### config.mk
export PLATFORM = sky130hd
export DESIGN_NAME = mem_wb_stage
export DESIGN_NICKNAME = d
export VERILOG_FILES = /design/src/rtl/mem_wb_stage.sv
export SDC_FILE = /design/constraint.sdc
export NUM_CORES = 1
export LEC_CHECK = 0
export CAP_MARGIN = 20
export CORE_UTILIZATION = 40
export CTS_CLUSTER_DIAMETER = 100
export CTS_CLUSTER_SIZE = 25
export DETAILED_ROUTE_END_ITERATION = 6
export PLACE_DENSITY = 0.74
export SYNTH_ARGS = -nofsm -noshare
export SYNTH_HDL_FRONTEND = slang
export SYNTH_SLANG_ARGS = --single-unit
### constraint.sdc
create_clock -name clk -period 2.4 [get_ports clk]
set_input_delay 0.24 -clock clk [delete_from_list [all_inputs] [get_ports clk]]
set_output_delay 0.24 -clock clk [all_outputs]
set_load 0.1 [all_outputs]
### src/rtl/mem_wb_stage.sv
// mem_wb_stage: MEM/WB pipeline stage with valid/ready handshake, two-entry skid buffer, flush and write-back select
module mem_wb_stage #(
  parameter int DATA_W = 32,
  parameter int REG_W = 5,
  parameter bit ZERO_REG_GUARD = 1'b1
) (
  input  logic              clk,
  input  logic              reset,
  input  logic              flush,
  input  logic              in_valid,
  output logic              in_ready,
  input  logic              hit_in,
  input  logic [DATA_W-1:0] read_data_in,
  input  logic [DATA_W-1:0] alu_result_in,
  input  logic [REG_W-1:0]  write_reg_in,
  input  logic              reg_write_in,
  input  logic              mem_to_reg_in,
  output logic              out_valid,
  input  logic              out_ready,
  output logic              hit_out,
  output logic [DATA_W-1:0] read_data_out,
  output logic [DATA_W-1:0] alu_result_out,
  output logic [REG_W-1:0]  write_reg_out,
  output logic              reg_write_out,
  output logic              mem_to_reg_out,
  output logic [DATA_W-1:0] wb_data,
  output logic              wb_en,
  output logic [1:0]        occupancy
);
  typedef struct packed {
    logic              hit;
    logic [DATA_W-1:0] read_data;
    logic [DATA_W-1:0] alu_result;
    logic [REG_W-1:0]  write_reg;
    logic              reg_write;
    logic              mem_to_reg;
  } payload_t;
  typedef enum logic [1:0] {EMPTY = 2'd0, ONE = 2'd1, TWO = 2'd2} state_t;
  state_t   state, state_nxt;
  payload_t main_q, skid_q, in_pl, main_nxt;
  logic     load_main, load_skid, accept, drain;
  assign in_pl = '{hit: hit_in, read_data: read_data_in, alu_result: alu_result_in,
                   write_reg: write_reg_in, reg_write: reg_write_in, mem_to_reg: mem_to_reg_in};
  assign out_valid = state != EMPTY;
  assign in_ready = state != TWO && !flush && !reset;
  assign accept = in_valid && in_ready;
  assign drain = out_valid && out_ready;
  assign occupancy = state;
  assign hit_out = main_q.hit;
  assign read_data_out = main_q.read_data;
  assign alu_result_out = main_q.alu_result;
  assign write_reg_out = main_q.write_reg;
  assign reg_write_out = main_q.reg_write;
  assign mem_to_reg_out = main_q.mem_to_reg;
  assign wb_data = main_q.mem_to_reg ? main_q.read_data : main_q.alu_result;
  assign wb_en = drain && !reset && main_q.reg_write && (!ZERO_REG_GUARD || main_q.write_reg != '0);
  // next occupancy state and which slot loads; flush empties the stage without capturing input
  always_comb begin
    state_nxt = state;
    load_main = 1'b0;
    load_skid = 1'b0;
    main_nxt = in_pl;
    if (flush) state_nxt = EMPTY;
    else
      case (state)
        EMPTY: begin
          state_nxt = accept ? ONE : EMPTY;
          load_main = accept;
        end
        ONE: begin
          state_nxt = accept ? (drain ? ONE : TWO) : (drain ? EMPTY : ONE);
          load_main = accept && drain;
          load_skid = accept && !drain;
        end
        default: begin
          state_nxt = drain ? ONE : TWO;
          load_main = drain;
          main_nxt = skid_q;
        end
      endcase
  end
  // state and payload registers; payloads change only on accept or skid-to-main shift
  always_ff @(posedge clk) begin
    if (reset) begin
      state <= EMPTY;
      main_q <= '0;
      skid_q <= '0;
    end else begin
      state <= state_nxt;
      if (load_main) main_q <= main_nxt;
      if (load_skid) skid_q <= in_pl;
    end
  end
endmodule
* Word-level counts from Yosys, hierarchy flattened *
Cells that the tools add are included.

word-level totals
  flip-flop bits (word level) = 146
  bits in latches = 0
  memory bits (writable) = 0
  bits in read-only memories = 0
  input port bits = 77
  output and inout bits = 109
  word-level logic and storage cells = 44
  memories = 0

cells by class
  add/sub/neg operators = 0
  $mul = 0
  divide/modulo/power cells = 0
  order comparisons = 0
  equality and inequality tests = 2
  shifts and indexed selects = 0
  multiplexer cells = 12
  bitwise gates (word level) = 0
  reductions and logical operators = 17

operators with widths
  cell                  number
  $mux W72              2
  $mux W32              1
  $logic_and A1 B1 Y1   9
  $mux W1               5
  $reduce_bool A5 Y1    1
  $mux W2               2
  $pmux W2 S2           1
  $reduce_or A2 Y1      2
  $logic_not A1 Y1      3
  $eq A2 B1 Y1 const B  1
  $logic_not A2 Y1      1
  $ne A2 B2 Y1 const B  1
  $pmux W1 S2           1
  $reduce_bool A2 Y1    1

* Logic depth before layout (Yosys ltp) *
Gate-level depths: netlist of the first run.

  depth in word-level cells = 7
  gate-level depth with buffers = 13
  depth with buffers taken out = 9

* Worst setup path after synthesis of the first run *
No wires, ideal clock.

  path type = reg2out
  from = register state[1], in the netlist occupancy[1]
  to = output port wb_en
  arrival time = 4.966 ns
  required time = 2.160 ns
  path slack = -2.806 ns
  cell stages (with the launch flop) = 6
  path buffers = 1
  cell sequence = dfxtp_1 buf_6 nor2_1 inv_2 nand2_1 nor4b_1

between the ends
  cells in the longest elaborated chain, start to end = 5

ends and longest elaborated chain
  what                              line  text
  start: declaration                39    state_t state, state_nxt;
  start signal: assignment          89    state <= state_nxt;
  $reduce_bool A2 Y1                44    assign out_valid = state != EMPTY;
  via out_valid                     18    output logic out_valid,
  $logic_and A1 B1 Y1               47    assign drain = out_valid && out_ready;
  $logic_and A1 B1 Y1 (3 in a row)  56    assign wb_en = drain && !reset && main_q.reg_write && (!ZERO_REG_GUARD || main_q.write_reg != '0);
  end: declaration                  27    output logic wb_en,

The timed path passes the listed nets, and every way through them passes these cells.

* Worst setup path in the final report of the first run *
  from = register state[1], in the netlist occupancy[1]
  to = register skid_q[60] (netlist name)

between the ends
  cells in the longest elaborated chain, start to end = 7
  elaborated cells on any way between the ends = 11
  those cells by class = eq/ne (2); mux (2); reduce/logical (7)

ends and longest elaborated chain
  what                              line  text
  $ne A2 B2 Y1                      45    assign in_ready = state != TWO && !flush && !reset;
  $logic_and A1 B1 Y1 (2 in a row)  45
  $logic_and A1 B1 Y1               46    assign accept = in_valid && in_ready;
  $logic_and A1 B1 Y1               73    load_skid = accept && !drain;
  $mux W1 (*)                       65    case (state)
  $mux W1 (*)                       63    if (flush) state_nxt = EMPTY;
  end signal: assignment            91    if (load_skid) skid_q <= in_pl;
  end: declaration                  40    payload_t main_q, skid_q, in_pl, main_nxt;

Mark *: on every way between the ends. The rest lies on a longest branch, timed or not.
A chain may end at the register's enable or synchronous reset.

==> flow_metrics.tcl, run 1 <==
set metrics [dict create \
    clk_latency_ns 0.41 \
    setup_viol 0 \
    dieArea_um2 18000 \
    end_kind "flip-flop" \
    routed_wl_um 20100 \
    die_y_um 134 \
    irDropWorstVdd_mv 0.516 \
    muxShareOfSynthArea_pct 15.7 \
    finalNetCount 939 \
    drc 0 \
    routed_via_density 5.43 \
    final_area_um2 9800 \
    firstDrtPassIters 4 \
    numPortBuffers 185 \
    rows 47 \
    synth-compound-area-share_pct 18.3 \
    hp-class "in -> reg" \
    design.core.area_um2 16800 \
    synth_top_family_by_area "simple AND/OR/NAND/NOR gates" \
    maxCapViolCount 0 \
    crit_path_start_kind "flip-flop" \
    synthAdderAreaFrac_pct 0.359 \
    period_minus_slack_ns 2.14 \
    place_congestion 0.754 \
    grt_max_degree 219 \
    arrival_ns 2.39 \
    ys_ff_latch 146 \
    met2_usage_pct 37.1 \
    htreeDepth 4 \
    grt_pass1_vias 5475 \
    grt_use_total_pct 22.2 \
    synthTopCellsByArea "dfxtp_1, o31ai_2, mux2i_1" \
    timing_hold_violations_final 0 \
    clk_pin_slew_ns 0.06 \
    ys_types 30 \
    ys_async_sr_fraction_pct 0 \
    synth_top_area_share_pct 41.9 \
    setup_tns_ns 0 \
    seq_area_frac_synth_pct 41.9 \
    postCtsResizedCells 0 \
    cts_buffers 17 \
    dp_hpwl_um 12600 \
    worstMarginPinSlew_ns 1.09 \
    dpl_cell_area_um2 9230 \
    syn_inst 713 \
    die_w_um 134 \
    period_share_pct 89.3 \
    drt_iter0_markers 415 \
    rsz0062_at_grt "no" \
    post_cts_buffers 0 \
    ys.flop_type "dfxtp_1" \
    cts_root_buf "clkbuf_16" \
    syn_area_um2 6980 \
    syn-num-nets 792 \
    clockBufferDepth 2 \
    slew_viol_final 0 \
    grt-ovfl-total 0 \
    antenna_found_initial 2 \
    criticalPathCategory "reg -> reg" \
    cp_max_fo 22 \
    cts_tree "built" \
    synth_edf_count 0 \
    ys_warn_count 0 \
    max_freq_ghz 0.466 \
    holdBufCountCts 0 \
    initial_core_util_pct 41.5 \
    cts_num_sinks 146 \
    met1_usage_pct 27.7 \
    gr-max-usage-layer "met2" \
    synth_top_cells_by_count "nand2_1, dfxtp_1, a21oi_1, mux2i_1, nand4b_1" \
    synth-simple-area-share_pct 18.3 \
    yosys.area.top_type "dfxtp_1" \
    powerDensity_nw_per_um2 628 \
    synth_xor_area_share_pct 0 \
    syn2layout_area_growth_pct 40.5 \
    drive_gt1_share_pct 31.5 \
    final_antenna_net_count 0 \
    ios 186 \
    syn_avg_cell_area_um2 9.78 \
    vias 5941 \
    p_leak_nw 4.10 \
    clock_skew_ns 0.00483 \
    grt_pass1_wl_um 31000 \
    status "completed" \
    critPathRequiredTime_ns 2.65 \
    use_met3_pct 6.50 \
    yosysMostFrequentCell "nand2_1" \
    maxSlewHeadroom_pct 27.3 \
    avgRoutedWirePerCell_um 18.4 \
]
-- state kept, by name (all words and copies together), names as in the netlist --
signal and flops:
alu_result_out 32, reg_write_out 1, write_reg_out 5, occupancy 2, skid_q 72, hit_out 1
read_data_out 32, mem_to_reg_out 1
-- layout by cell type, fill, tap and decap left out, types with 2 or more instances in the layout --
cell type / netlist / layout
nand4b_1: 72 / 72
o21ai_0: 2 / 2
o31ai_1: 2 / 2
mux2i_1: 72 / 72
inv_4: 0 / 2
mux2_1: 3 / 3
mux2_2: 30 / 30
clkinvlp_4: 0 / 5
buf_4: 0 / 82
nor2_1: 3 / 3
nand2_1: 148 / 148
dfxtp_1: 146 / 143
and2_4: 1 / 2
o31ai_2: 70 / 70
buf_12: 0 / 45
dfxtp_4: 0 / 2
a21oi_1: 72 / 72
clkbuf_16: 0 / 17
clkdlybuf4s50_1: 0 / 75
bufinv_16: 0 / 2
clkinv_2: 0 / 6
-- cells by family (layout without fill, tap and decap cells) --
logic type	after synthesis	count (layout)
adders and majority gates	2	2
and+or+nand+nor	234	234
buffers and inverters	78	238
other	0	1
AOI/OAI and AO/OA	148	148
DFF	146	146
muxes	105	105
-- per-stage QoR --
stage                     util (%)  setup slack [ns]  total power [W]  std cells  hold WS, ns
after floorplan                  -            -0.219          0.00328        713        0.307
after global placement        54.9           -0.0211          0.00365       1061        0.440
after detailed placement      54.9           -0.0709          0.00365       1061        0.446
after CTS                     58.3             0.254          0.00623       1093        0.114
after global routing          58.3             0.122          0.00636       1094        0.139
final                         58.3             0.256          0.00616       1094        0.132
-- path summary, 6_finish.rpt --
path,startpoint,to,cells after the start,slack (ns)
hold reg to reg,skid_q[15],skid_q[15],2,0.45
hold / removal,reset,occupancy[0],3,0.13
setup / recovery,occupancy[1],skid_q[60],9,0.26
setup reg to reg,occupancy[1],skid_q[60],9,0.26
-- per-layer routing --
metal,up-vias,part of all wire (%)
met1,2863,42
met5,-,0.055
met2,181,49
li1,2879,-
met4,2,1.1
met3,16,7.3
-- power by group --
group	leakage (nW)	switching (W)	internal, W
clock	0.271	0.00104	0.00152
combinational	2.65	0.000714	0.000363
sequential	1.18	0.0000497	0.00247
-- final cells by class --
class                   instances  area, um2
inverters                       3       13.8
multi-input cells             489       3730
clock buffers                  17        425
repair buffers                203       2280
clock inverters                15        143
flip-flops and latches        146       2930
fillers                      1445       7020
diodes                          1       2.50
well taps                     220        275
-- critical path, cell delays in order (launching register included) --
cell and delay, ns:
dfxtp_4 0.39, nor2_1 0.25, inv_4 0.04, nand2_1 0.16, ha_1 0.18, nand2_1 0.06, or3_2 0.46, buf_4 0.25
nand2_1 0.11, a21oi_1 0.06
Power figures use the tool's default switching activity.
==> run 2, diff against run 1 <==
SLEW_MARGIN = 20   (was not set)
==> results of run 2 <==
Final layout, timing and power as in run 1 (identical DEF).
==> run 3, diff against run 2 <==
GPL_ROUTABILITY_DRIVEN = 0   (was not set)
==> results of run 3 <==
Final layout, timing and power as in run 1 (identical DEF).
